<file path="src/rtl/e_alloc_pkg.sv">
// Shared types and helpers for the circular slot allocator.
// Group and flush-cycle counts are derived per instance with div_ceil.
package e_alloc_pkg;

    typedef enum logic {
        RUN   = 1'b0,
        FLUSH = 1'b1
    } state_t;

    localparam int DEF_W       = 32;
    localparam int DEF_RADIX_N = 4;

    function automatic int div_ceil(input int a, input int b);
        return (a + b - 1) / b;
    endfunction

    // Explicit wrap so non-power-of-two pools never produce an out-of-range pointer.
    function automatic int ptr_inc(input int p, input int w);
        return (p == w - 1) ? 0 : p + 1;
    endfunction

endpackage

</file>
<file path="src/rtl/e_alloc_pick.sv">
// Circular first-zero search over occ starting at ptr, built from RADIX_N-wide
// priority groups over the doubled occupancy word.
module e_alloc_pick
    import e_alloc_pkg::*;
#(
    parameter int W       = DEF_W,
    parameter int RADIX_N = DEF_RADIX_N
) (
    input  logic [W-1:0]         occ,
    input  logic [$clog2(W)-1:0] ptr,
    output logic [W-1:0]         onehot,
    output logic [$clog2(W)-1:0] idx,
    output logic                 any
);

    localparam int IW       = $clog2(W);
    localparam int PW       = $clog2(RADIX_N);
    localparam int GROUPS_N = div_ceil(2 * W, RADIX_N);
    localparam int GW       = GROUPS_N * RADIX_N;

    logic [GW-1:0]                word;
    logic [GROUPS_N-1:0]          grp_hit;
    logic [GROUPS_N-1:0][PW-1:0]  grp_pos;
    int                           pos;

    // Bits below ptr in the lower copy are forced busy; padding is busy too.
    always_comb begin
        word = '1;
        for (int i = 0; i < 2 * W; i++) begin
            word[i] = occ[i % W] | (i < int'(ptr));
        end
    end

    always_comb begin
        for (int g = 0; g < GROUPS_N; g++) begin
            grp_hit[g] = 1'b0;
            grp_pos[g] = '0;
            for (int b = RADIX_N - 1; b >= 0; b--) begin
                if (!word[g * RADIX_N + b]) begin
                    grp_hit[g] = 1'b1;
                    grp_pos[g] = PW'(b);
                end
            end
        end
    end

    always_comb begin
        pos = 0;
        for (int g = GROUPS_N - 1; g >= 0; g--) begin
            if (grp_hit[g]) begin
                pos = g * RADIX_N + int'(grp_pos[g]);
            end
        end
        if (pos >= W) begin
            pos = pos - W;
        end
        any = ~&occ;
        idx = IW'(pos);
        onehot = '0;
        for (int i = 0; i < W; i++) begin
            onehot[i] = any && (i == pos);
        end
    end

endmodule

</file>
<file path="src/rtl/e_slot_alloc.sv">
// Round-robin slot allocator: occupancy/pointer registers, RUN/FLUSH FSM,
// incremental count and sticky error flag around the e_alloc_pick search.
module e_slot_alloc
    import e_alloc_pkg::*;
#(
    parameter int W       = DEF_W,
    parameter int RADIX_N = DEF_RADIX_N
) (
    input  logic                   clk,
    input  logic                   rst,
    input  logic                   alloc_vld_i,
    output logic                   alloc_rdy_o,
    output logic [$clog2(W)-1:0]   alloc_id_o,
    input  logic                   free_vld_i,
    input  logic [$clog2(W)-1:0]   free_id_i,
    input  logic                   flush_i,
    output logic                   flush_busy_o,
    output logic [W-1:0]           occ_o,
    output logic [$clog2(W+1)-1:0] count_o,
    output logic                   full_o,
    output logic                   empty_o,
    output logic                   err_o
);

    localparam int IW      = $clog2(W);
    localparam int CW      = $clog2(W + 1);
    localparam int N_FLUSH = div_ceil(W, RADIX_N);
    localparam int GCW     = $clog2(N_FLUSH + 1);

    state_t         state;
    logic [W-1:0]   occ;
    logic [IW-1:0]  ptr;
    logic [CW-1:0]  count;
    logic           err;
    logic [GCW-1:0] grp;

    logic [W-1:0]   pick_onehot;
    logic           pick_any;
    logic           alloc_fire;
    logic           free_hit;
    logic           free_bad;
    logic [W-1:0]   set_mask;
    logic [W-1:0]   free_mask;
    logic [W-1:0]   grp_mask;
    logic [CW-1:0]  grp_cnt;

    e_alloc_pick #(
        .W       (W),
        .RADIX_N (RADIX_N)
    ) u_pick (
        .occ    (occ),
        .ptr    (ptr),
        .onehot (pick_onehot),
        .idx    (alloc_id_o),
        .any    (pick_any)
    );

    assign full_o       = (count == CW'(W));
    assign empty_o      = (count == '0);
    assign alloc_rdy_o  = (state == RUN) && !full_o && pick_any;
    assign flush_busy_o = (state == FLUSH);
    assign occ_o        = occ;
    assign count_o      = count;
    assign err_o        = err;

    // Out-of-range ids short-circuit before indexing occ.
    always_comb begin
        alloc_fire = alloc_vld_i && alloc_rdy_o;
        free_hit   = 1'b0;
        free_bad   = 1'b0;
        if ((state == RUN) && free_vld_i) begin
            if ((int'(free_id_i) < W) && occ[free_id_i]) begin
                free_hit = 1'b1;
            end else begin
                free_bad = 1'b1;
            end
        end
        set_mask = alloc_fire ? pick_onehot : '0;
        grp_cnt  = '0;
        for (int i = 0; i < W; i++) begin
            free_mask[i] = free_hit && (int'(free_id_i) == i);
            grp_mask[i]  = ((i / RADIX_N) == int'(grp));
            grp_cnt      = grp_cnt + CW'(occ[i] & grp_mask[i]);
        end
    end

    always_ff @(posedge clk) begin
        if (rst) begin
            state <= RUN;
            occ   <= '0;
            ptr   <= '0;
            count <= '0;
            err   <= 1'b0;
            grp   <= '0;
        end else begin
            case (state)
                RUN: begin
                    occ   <= (occ | set_mask) & ~free_mask;
                    count <= count + CW'(alloc_fire) - CW'(free_hit);
                    if (alloc_fire) begin
                        ptr <= IW'(ptr_inc(int'(alloc_id_o), W));
                    end
                    if (free_bad) begin
                        err <= 1'b1;
                    end
                    if (flush_i) begin
                        state <= FLUSH;
                        grp   <= '0;
                    end
                end
                FLUSH: begin
                    occ   <= occ & ~grp_mask;
                    count <= count - grp_cnt;
                    if (int'(grp) == N_FLUSH - 1) begin
                        state <= RUN;
                        ptr   <= '0;
                        grp   <= '0;
                    end else begin
                        grp <= grp + GCW'(1);
                    end
                end
                default: state <= RUN;
            endcase
        end
    end

endmodule

</file>
<file path="config.mk">
export PLATFORM = sky130hd
export DESIGN_NAME = e_slot_alloc
export DESIGN_NICKNAME = d
export VERILOG_FILES = /design/src/rtl/e_alloc_pkg.sv /design/src/rtl/e_alloc_pick.sv /design/src/rtl/e_slot_alloc.sv
export SDC_FILE = /design/constraint.sdc
export NUM_CORES = 1
export LEC_CHECK = 0
export ABC_AREA = 1
export BUFFER_PORTS_ARGS = -buffer_cell sky130_fd_sc_hd__buf_2
export CELL_PAD_IN_SITES_DETAIL_PLACEMENT = 0
export CELL_PAD_IN_SITES_GLOBAL_PLACEMENT = 1
export CORE_ASPECT_RATIO = 1.5
export CORE_MARGIN = 5
export CORE_UTILIZATION = 44
export CTS_BUF_LIST = sky130_fd_sc_hd__clkbuf_4 sky130_fd_sc_hd__clkbuf_8
export DETAILED_ROUTE_END_ITERATION = 12
export GPL_ROUTABILITY_DRIVEN = 0
export PLACE_DENSITY = 0.89
export RECOVER_POWER = 25
export SLEW_MARGIN = 20
export SYNTH_ARGS = -nofsm -noshare
export SYNTH_HDL_FRONTEND = slang
export SYNTH_SLANG_ARGS = --single-unit
</file>
<file path="constraint.sdc">
create_clock -name clk -period 8.7 [get_ports clk]
set_input_delay 1.305 -clock clk [delete_from_list [all_inputs] [get_ports clk]]
set_output_delay 1.305 -clock clk [all_outputs]
set_load 0.01 [all_outputs]
</file>
### After elaboration in Yosys (flattened, before gate mapping)

Index checks and enable logic that the tools add are counted.

| operators by class | value |
|---|---|
| muxes and demuxes | 162 |
| reduce and logical (&&, ||, !) cells | 77 |
| bitwise gates (word level) | 69 |
| add/sub/neg operators | 52 |
| eq/ne operators | 75 |
| order comparisons | 33 |

Operators by type and width:

| kind | count |
|---|---|
| 2-to-1 mux 32 bit | 17 |
| == test 6 x 32 -> 1 bit, first input constant | 16 |
| == test 5 x 32 -> 1 bit, first input constant | 8 |
| adder 6 x 1 -> 6 bit | 27 |
| == test 4 x 32 -> 1 bit, first input constant | 4 |
| 2-to-1 mux 2 bit | 63 |
| == test 5 bit, second input constant | 16 |
| less-than comparator 5 bit, first input constant | 15 |
| 2-to-1 mux 1 bit | 70 |
| logical AND 1 bit | 68 |
| bitwise AND 32 bit | 2 |
| == test 3 x 32 -> 1 bit, first input constant | 2 |
| inverter 32 bit | 2 |
| one-hot mux 32 bit (2 select lines) | 1 |
| adder 6 x 2 -> 7 bit, first input constant | 8 |
| == test 5 x 4 -> 1 bit, second input constant | 8 |
| less-than comparator 4 x 5 -> 1 bit, first input constant | 8 |
| bitwise AND 1 bit | 32 |
| == test 2 x 32 -> 1 bit, first input constant | 1 |
| >= comparator 32 x 7 -> 1 bit, second input constant | 1 |
| zero test 32 bit | 1 |
| OR 32 bit | 1 |
| AND reduction 32 bit | 1 |
| subtractor 32 x 7 -> 32 bit, second input constant | 1 |
| other kinds (41) | 95 |

| storage, ports and cells | value |
|---|---|
| flip-flop bits (word level) | 49 |

### Depth between registers and ports, before layout

Gate-level depths: netlist (run 1).

| depth | value |
|---|---|
| word-level depth | 35 |
| mapped depth | 29 |
| depth with buffers taken out | 29 |

### Modules after synthesis

A second synthesis (run 1) with hierarchy kept.

| unflattened totals | value |
|---|---|
| cells, all modules | 1049 |
| area, all modules | 6552.5 um^2 |

By module, submodules not included:

| module | sequential area each (um^2) | cells an instance | instances | area each (um^2) |
|---|---|---|---|---|
| e_slot_alloc | 980.9 | 733 | 1 | 5003.5 |
| e_alloc_pick | 0.0 | 316 | 1 | 1549.0 |

### Least setup slack after synthesis (run 1)

Ideal clock, no wire load.

| timing | value |
|---|---|
| path type | reg-to-reg |
| from | reg grp[0] |
| to | reg count[5] (netlist: count_o[5]) |
| buffers on the path | 0 |
| arrival | 5.946 ns |
| period minus slack after synthesis | 6.017 ns |
| slack | 2.683 ns |
| cell stages (with the launch flop) | 27 |
| library setup time | 0.070 ns |
| cells stage by stage | dfxtp_1 inv_1 ha_1 inv_1 nor2_1 inv_1 nor2_1 fa_1 inv_1 ha_1 inv_1 fa_1 fa_1 fa_1 inv_1 fa_1 inv_1 fa_1 fa_1 inv_1 ha_1 fa_1 xnor2_1 xor2_1 xor2_1 nand2_1 a21oi_1 |

| between the ends | value |
|---|---|
| word-level cells in the longest chain between the ends | 35 |
| elaborated cells between the ends (all ways) | 73 |
| classes of those cells | add/sub: 32; eq/ne: 7; mux: 1; bitwise: 32; reduce/logical: 1 |

RTL lines:

| what | RTL line | RTL |
|---|---|---|
| start, declared | e_slot_alloc.sv:35 | `logic [GCW-1:0] grp;` |
| start signal, assigned | e_slot_alloc.sv:119 | `grp <= grp + GCW'(1);` |
| zero test 4 bit | e_slot_alloc.sv:82 | `grp_mask[i] = ((i / RADIX_N) == int'(grp));` |
| bitwise AND 1 bit | e_slot_alloc.sv:83 | `grp_cnt = grp_cnt + CW'(occ[i] & grp_mask[i]);` |
| adder 1 x 1 -> 2 bit | e_slot_alloc.sv:83 |  |
| adder 2 x 1 -> 3 bit | e_slot_alloc.sv:83 |  |
| adder 3 x 1 -> 4 bit | e_slot_alloc.sv:83 |  |
| adder 4 x 1 -> 5 bit | e_slot_alloc.sv:83 |  |
| adder 5 x 1 -> 6 bit | e_slot_alloc.sv:83 |  |
| adder 6 x 1 -> 6 bit (25 in series) | e_slot_alloc.sv:83 |  |
| adder 6 x 1 -> 6 bit * | e_slot_alloc.sv:83 |  |
| subtractor 6 bit * | e_slot_alloc.sv:113 | `count <= count - grp_cnt;` |
| one-hot mux 6 bit (2 select lines) * | e_slot_alloc.sv:96 | `case (state)` |
| end signal, assigned | e_slot_alloc.sv:99 | `count <= count + CW'(alloc_fire) - CW'(free_hit);` |
| end signal, assigned | e_slot_alloc.sv:113 |  |
| end, declared | e_slot_alloc.sv:33 | `logic [CW-1:0] count;` |

Every way passes the cells marked *; elsewhere a longest branch is shown, timed or not.
A chain may end at the register's enable or synchronous reset.

### Worst setup path in the final report (run 1)

Same ends and word-level chain as after synthesis.

==> results of run 1 <==
-- metrics by stage --
step / instances / hold slack, ps / utilization, %
after detailed placement: 1059 / 463 / 47.5
final: 1067 / 485 / 48.0
after CTS: 1067 / 491 / 48.2
after floorplan: 865 / 457 / -
after global routing: 1067 / 540 / 48.0
after global placement: 1059 / 455 / 47.5
-- state kept, by name, indices dropped and copies added (netlist names) --
name,flops
flush_busy_o,1
grp,4
occ_o,32
err_o,1
count_o,6
ptr,5
-- critical path: cells and delay by family (launching register included) --
kind,cells,cell delay (ps)
flops,1,400
simple gates,3,220
fa+ha+maj,11,4360
xor+xnor,3,530
buf+inv,8,610
compound gates,1,150
-- Yosys cell counts, drive strengths merged (2+ instances only) --
| cell | n |
|---|---|
| a211oi | 7 |
| a21oi | 64 |
| a221oi | 4 |
| a22oi | 4 |
| a31oi | 4 |
| a41oi | 16 |
| and3 | 2 |
| buf | 11 |
| clkbuf | 15 |
| clkinv | 6 |
| dfxtp | 49 |
| fa | 30 |
| ha | 45 |
| inv | 164 |
| nand2 | 171 |
| nand3 | 67 |
| nand4 | 19 |
| nor2 | 98 |
| nor3 | 7 |
| o2111ai | 2 |
| o211ai | 3 |
| o21ai | 49 |
| o21bai | 3 |
| o221ai | 4 |
| o22ai | 5 |
| xnor2 | 4 |
| xor2 | 5 |
-- placed cells by master (no fill, tap or decap), types with 3 or more instances in the layout --
cell type    n
fa_1        30
nand2_4      4
a211oi_1     6
nand2_1    159
o21bai_1     3
buf_4        4
clkbuf_1    20
buf_2       37
nor2_4       4
nor2_1      79
dfxtp_1     48
o21ai_0     24
nand2_2      8
a22oi_1      4
clkinv_2     4
xor2_1       5
o221ai_1     4
nand3_1     66
o22ai_1      5
clkbuf_8     5
xnor2_1      4
inv_2       13
nor2_2      14
a31oi_1      4
inv_1      150
nand4_1     19
a21oi_1     63
nor3_1       6
o211ai_1     3
a221oi_1     4
a41oi_1     16
o21ai_1     24
ha_1        45
-- final cells by class --
type / count / area [um2] / area share, %
clock buffer: 6 / 76.3 / 1.23
tap: 159 / 199 / 3.22
sequential: 49 / 982 / 15.9
clock inverter: 2 / 15.0 / 0.243
timing repair buffer: 61 / 290 / 4.69
multi-input combinational: 620 / 3980 / 64.3
inverter: 170 / 646 / 10.4
-- routing by layer --
metal  track usage, %  wire length [um]  vias up  part of all wire, %
li1                 -                 -     2906                    -
met1             30.8              6880     2710                   35
met2             45.6              9990      322                   50
met3             2.57              1410       92                  7.1
met4             18.5              1560        2                  7.9
met5                0                19        -                0.096
-- how the worst max path moves through the flow --
stage | from | end | slack (ps) | cells after the start
6_report | grp[0] | count_o[5] | 2300 | 26
4_1_cts | grp[0] | count_o[5] | 2280 | 26
2_1_floorplan | grp[0] | count_o[5] | 2680 | 26
3_3_place_gp | grp[0] | count_o[5] | 2430 | 26
3_5_place_dp | grp[0] | count_o[5] | 2320 | 26
5_1_grt | grp[1] | count_o[5] | 1880 | 26
-- where the power goes --
| part | internal (uW) | switching [uW] | leakage (uW) |
|---|---|---|---|
| sequential | 241 | 24.5 | 0.000398 |
| combinational | 192 | 301 | 0.00228 |
| clock | 60.1 | 90.6 | 0.0000408 |
-- logic make-up after synthesis --
family,synth area share (%)
flip-flops,17.1
AND/OR/NAND/NOR,29.2
buffers and inverters,13.6
XOR/XNOR,1.37
AO/OA/AOI/OAI,18.4
adder cells (fa/ha/maj),20.3
==> summary.txt, run 1 <==
Min path
  – WHS Path Cells: 2
  – WHS Endpoint: grp[3]
  – Hold Crit Class: reg -> reg
  – Hold wc startpoint: grp[3]

Clocking
  – CTS Buf Count: 5
  – Clock Root Buffer: clkbuf_8
  – CTS Hold Bufs: 0
  – # resized after CTS: 0
  – CTS tree: built
  – Clock buffer depth: 2
  – Clock-pin slew of the registers on the worst-case setup and hold paths: 110 ps
  – Clk_lat worst skew: 320 ps
  – H-tree depth: 2
  – Sink Count: 49
  – Post-CTS Setup Bufs: 0

Global route
  – Initial antenna violation count: 1
  – Gr ovfl total: 0
  – Number of global-route vias before repair: 6,081
  – Total GRT Usage: 26.8%
  – Global-route wire length before repair: 31.7 mm
  – Largest net degree at the start of global routing: 56

Run status
  – Status: finished with violations
  – Violated checks: max-capacitance violations, max-slew violations

STA
  – Max-slew violations: 48
  – Skew final: 8.54 ps
  – RSZ-0062 raised after global routing: no
  – Fmax: 156 MHz
  – Post-layout minimum cycle time: 6400 ps
  – Setup ws final: 2300 ps
  – Rel. slew slack: -52.7%
  – Setup tns final: 0 ps
  – Worst slew pin tran: 2290 ps
  – Final setup viols: 0
  – Fin crit share: 73.5%
  – Final Hold Viols: 0

Worst setup path
  – Worst EP arrival: 6630 ps
  – Worst setup SP type: flip-flop
  – Critical path's slowest cell: fa_1
  – Crit-path max FO: 7
  – Reg2Reg Capture Point: count_o[5]
  – CP peak stage delay: 540 ps
  – R2R depth: 26
  – R2R Setup Slk: 2300 ps
  – Worst reg2reg startpoint: grp[0]
  – Setup crit end kind: flip-flop
  – Worst Path Required: 8940 ps
  – Crit path kind: reg -> reg

Logic synthesis
  – Syn_nets: 950
  – Prevailing post-synth register cell: dfxtp_1
  – Post-synth ARST share: 0%
  – Post-synth EDFFs: 0
  – Syn_area_per_cell: 6.63 um2
  – Synth area leader: dfxtp_1
  – Synth top area cells: dfxtp_1, fa_1, nand2_1, ha_1, inv_1
  – Synth Instances: 865
  – Post-synth top area share: 17.1%
  – Synth Register Bits: 49
  – Ys Warns: 0
  – Synth unique cells: 50
  – Sequential-to-total area share from yosys stat: 17.1%
  – Synth Cell Area: 5740 um2

Drt
  – Post-DRT Antenna Nets: 0
  – DR vias/cell: 5.65
  – First drt pass iteration count: 7
  – Final WL: 19.9 mm
  – DRC: 0
  – DRT iter0 DRCs: 695
  – DR WL/cell: 18.6 um
  – Vias: 6,032

Final layout
  – ANT cells: 0
  – Fillcell total: 1,410
  – Final-stage net count: 992
  – Share of cells above drive strength 1: 11.8%
  – Design Area, Final: 6180 um2
  – Area Overhead vs Synth: 7.81%

Floorplanning
  – Die Width: 103 um
  – Die Area: 15,500 um2
  – Core area: 12,900 um2
  – Initial Utilization: 44.5%
  – Ports: 58
  – Row cnt: 51
  – Die Ht: 150 um

Placed design
  – Placed inst area: 6120 um2
  – IO Port Bufs: 57
  – Pre-CTS WS: 2320 ps
  – Post-DP HPWL: 16.1 mm

Power and ir drop
  – Total design power: 909 uW
  – Worst vdd ir: 0.159 mV
  – Pwr/cell area: 147 nW/um2
  – Leak: 0.00272 uW

Flow run
  – Max Cap Viol: 1
Power figures use the tool's default switching activity.
==> inputs of run 2 (changes only) <==
- ABC_AREA: 1 -> 0
- CORE_UTILIZATION: 44 -> 46
- clock period: 8.7 -> 6 ns (I/O delays scaled with it)
==> summary.txt, run 2 <==
Placed design
  – Pre-CTS WS: -52.6 ps (was 2320 ps)
  – Post-DP HPWL: 14.3 mm (was 16.1 mm)
  – IO Port Bufs: 57 (unchanged)
  – Dpl cells: 885 (was 1,059)
  – Placed inst area: 6080 um2 (was 6120 um2)

Logic synthesis
  – Syn_area_per_cell: 8.09 um2 (was 6.63 um2)
  – Synth Cell Area: 5540 um2 (was 5740 um2)
  – Post-synth ARST share: 0% (unchanged)
  – Simple-gate portion of the synthesized area: 22.9% (was 29.2%)
  – Synth Register Bits: 49 (unchanged)
  – Top post-synthesis cells by count: inv_1, nand2_1, dfxtp_1, ha_1, nor2_1 (was nand2_1, inv_1, nor2_1, nand3_1, a21oi_1)
  – Area share of fa/ha/maj cells after synthesis: 21.0% (was 20.3%)
  – Synth top area cells: dfxtp_1, fa_1, ha_1, inv_1, mux4_2 (was dfxtp_1, fa_1, nand2_1, ha_1, inv_1)
  – Ys Warns: 0 (unchanged)
  – Compound-gate portion of the synthesized area: 23.8% (was 18.4%)
  – Synth Instances: 684 (was 865)
  – Syn_nets: 769 (was 950)
  – Synth area leader: dfxtp_1 (unchanged)
  – Sequential-to-total area share from yosys stat: 17.7% (was 17.1%)
  – Mux share of post-synthesis cell area: 4.43% (was 0%)
  – Top-count cell post-synth: inv_1 (was nand2_1)
  – Post-synth top area share: 17.7% (was 17.1%)
  – Prevailing post-synth register cell: dfxtp_1 (unchanged)
  – Post-synth EDFFs: 0 (unchanged)
  – Synth unique cells: 80 (was 50)
  – Largest family of logic cells by synthesized area: compound AO/OA/AOI/OAI gates (was simple AND/OR/NAND/NOR gates)
  – Post-Synth XOR/XNOR Area: 1.27% (was 1.37%)

STA
  – Rel. slew slack: 33.9% (was -52.7%)
  – Worst slew pin tran: 990 ps (was 2290 ps)
  – Final setup viols: 0 (unchanged)
  – Max-slew violations: 0 (was 48)
  – Fmax: 174 MHz (was 156 MHz)
  – Setup ws final: 263 ps (was 2300 ps)
  – Post-layout minimum cycle time: 5740 ps (was 6400 ps)
  – Fin crit share: 95.6% (was 73.5%)
  – Skew final: 15.3 ps (was 8.54 ps)
  – Final Hold Viols: 0 (unchanged)

Min path
  – Hold wc startpoint: err_o (was grp[3])
  – Hold Crit Class: reg -> reg (unchanged)
  – WHS Path Cells: 2 (unchanged)
  – WHS Endpoint: err_o (was grp[3])

Clocking
  – CTS Hold Bufs: 0 (unchanged)
  – CTS Buf Count: 5 (unchanged)
  – Sink Count: 49 (unchanged)
  – Clock buffer depth: 2 (unchanged)
  – H-tree depth: 2 (unchanged)
  – Clock-pin slew of the registers on the worst-case setup and hold paths: 100 ps (was 110 ps)
  – Clk_lat worst skew: 330 ps (was 320 ps)
  – Clock Root Buffer: clkbuf_8 (unchanged)
  – CTS tree: built (unchanged)

Power and ir drop
  – Worst vdd ir: 0.299 mV (was 0.159 mV)
  – Leak: 0.00268 uW (was 0.00272 uW)
  – Total design power: 1310 uW (was 909 uW)
  – Pwr/cell area: 211 nW/um2 (was 147 nW/um2)

Worst setup path
  – Crit path kind: reg -> reg (unchanged)
  – Crit-path max FO: 7 (unchanged)
  – R2R Setup Slk: 260 ps (was 2300 ps)
  – Reg2Reg Capture Point: count_o[5] (unchanged)
  – Worst setup SP type: flip-flop (unchanged)
  – CP cell instances: buf_4 -> ha_4 -> buf_4 -> and3_4 -> fa_2 -> inv_1 -> ha_1 -> inv_1 -> fa_1 -> inv_1 -> ha_2 -> fa_1 -> fa_2 -> inv_2 -> fa_1 -> fa_1 -> inv_1 -> ha_2 -> fa_2 -> xnor2_2 -> xnor2_1 -> xnor2_1 -> a21oi_1 -> nor2_1
  – Setup crit end kind: flip-flop (unchanged)
  – R2R depth: 24 (was 26)
  – Critical path buffer and inverter count: 7 (was 8)
  – Critical path's slowest cell: fa_2 (was fa_1)
  – Worst reg2reg startpoint: grp[0] (unchanged)
  – Crit path max-delay family: adder cells (unchanged)
  – Worst Path Required: 6180 ps (was 8940 ps)
  – Worst EP arrival: 5920 ps (was 6630 ps)
  – CP peak stage delay: 560 ps (was 540 ps)

Global route
  – Number of global-route vias before repair: 5,530 (was 6,081)
  – Total GRT Usage: 25.4% (was 26.8%)
  – Initial antenna violation count: 3 (was 1)
  – Largest net degree at the start of global routing: 50 (was 56)
  – Gr ovfl total: 0 (unchanged)
  – Global-route wire length before repair: 28.4 mm (was 31.7 mm)

Final layout
  – Fillcell total: 1,173 (was 1,410)
  – ANT cells: 0 (unchanged)
  – Design Area, Final: 6210 um2 (was 6180 um2)
  – Share of cells above drive strength 1: 18.9% (was 11.8%)
  – Most frequent cells in the layout: inv_1, nand2_1, buf_2, dfxtp_1, nor2_1 (was nand2_1, inv_1, nor2_1, nand3_1, a21oi_1)
  – Most common cell after layout, fill and taps aside: inv_1 (was nand2_1)
  – Final-stage net count: 824 (was 992)
  – Area Overhead vs Synth: 12.1% (was 7.81%)
  – Cell Count, Final, Fillers Out: 893 (was 1,067)
  – Largest register FFs: 32 (unchanged)

Drt
  – Final WL: 18.3 mm (was 19.9 mm)
  – DR vias/cell: 6.27 (was 5.65)
  – Post-DRT Antenna Nets: 0 (unchanged)
  – DR WL/cell: 20.5 um (was 18.6 um)
  – Vias: 5,603 (was 6,032)
  – DRC: 0 (unchanged)
  – First drt pass iteration count: 7 (unchanged)
  – DRT iter0 DRCs: 592 (was 695)

Floorplanning
  – Die Ht: 144 um (was 150 um)
  – Die Area: 14,400 um2 (was 15,500 um2)
  – Row cnt: 49 (was 51)
  – Die Width: 99.6 um (was 103 um)
  – Core area: 11,900 um2 (was 12,900 um2)
  – Ports: 58 (unchanged)
  – Initial Utilization: 46.5% (was 44.5%)

Run status
  – Status: finished clean (was finished with violations)

Flow run
  – Max Cap Viol: 0 (was 1)
run 2: cell count changes after synthesis, moves of 15 or more:
cell,change
a21oi_1,-22
a41oi_1,-15
nand2_1,-102
nand3_1,-40
a211oi_1,+18
inv_1,-82
nor2_1,-35
o21ai_1,-22
and3_1,+20
run 2: cells by family (layout without fill, tap and decap cells):
family / count (synthesis) / count (layout)
AND/OR/NAND/NOR: 239 / 239
AO/OA/AOI/OAI: 185 / 185
buffers and inverters: 116 / 172
adder cells (fa/ha/maj): 75 / 75
flip-flops: 49 / 49
multiplexers: 12 / 12
XOR/XNOR: 8 / 8
run 2: what timing repair did:
action,CTS,global route
gates resized for setup,4,24
pin swaps,5,16
setup buffers,0,0
setup endpoints to repair,1,1
run 2: routing by layer:
| metal | track usage [%] | share of wire (%) |
|---|---|---|
| met5 | 0 | 0.19 |
| met2 | 47.4 | 52 |
| met4 | 16.8 | 6.6 |
| met1 | 26.0 | 35 |
| met3 | 3.57 | 6.1 |
run 2: how the worst max path moves through the flow:
stage / startpoint / to / depth (start not counted)
floorplan: grp[1] / count_o[5] / 24
global placement: grp[1] / count_o[5] / 23
detailed placement: grp[1] / count_o[5] / 23
CTS: grp[0] / count_o[5] / 22
global route: grp[1] / count_o[5] / 21
finish: grp[0] / count_o[5] / 24
run 2: cell type report:
cell class                 count  area [um2]  area share [%]
inverter                      69         259            4.17
clock buffer                   5        68.8            1.11
timing repair buffer          95         531            8.55
multi-input combinational    519        4150            66.9
clock inverter                 3        21.3           0.343
tap                          153         191            3.08
sequential                    49         986            15.9
run 2: worst register-to-register path, cell delays in order (launching register included):
cell	delay [ps]
dfxtp_4	370
buf_4	150
ha_4	170
buf_4	170
and3_4	180
fa_2	560
inv_1	40
ha_1	170
inv_1	70
fa_1	410
inv_1	70
ha_2	180
fa_1	450
fa_2	400
inv_2	60
fa_1	430
fa_1	560
inv_1	50
ha_2	190
fa_2	370
xnor2_2	140
xnor2_1	130
xnor2_1	130
a21oi_1	120
nor2_1	50
run 2: power by group:
part           internal [uW]  total [uW]  leakage (uW)  switching [uW]
Clock                   83.2         216     0.0000445             133
Combinational            312         707       0.00224             394
Sequential               347         389      0.000398            42.5
run 2: through the flow:
step	TNS (ps)	hold WS [ps]	utilization, %
6_report	0	483	52.2
5_1_grt	-16.8	504	52.2
4_1_cts	0	483	51.9
3_5_place_dp	-52.6	458	51.1
3_3_place_gp	0	458	51.1
2_1_floorplan	0	479	-
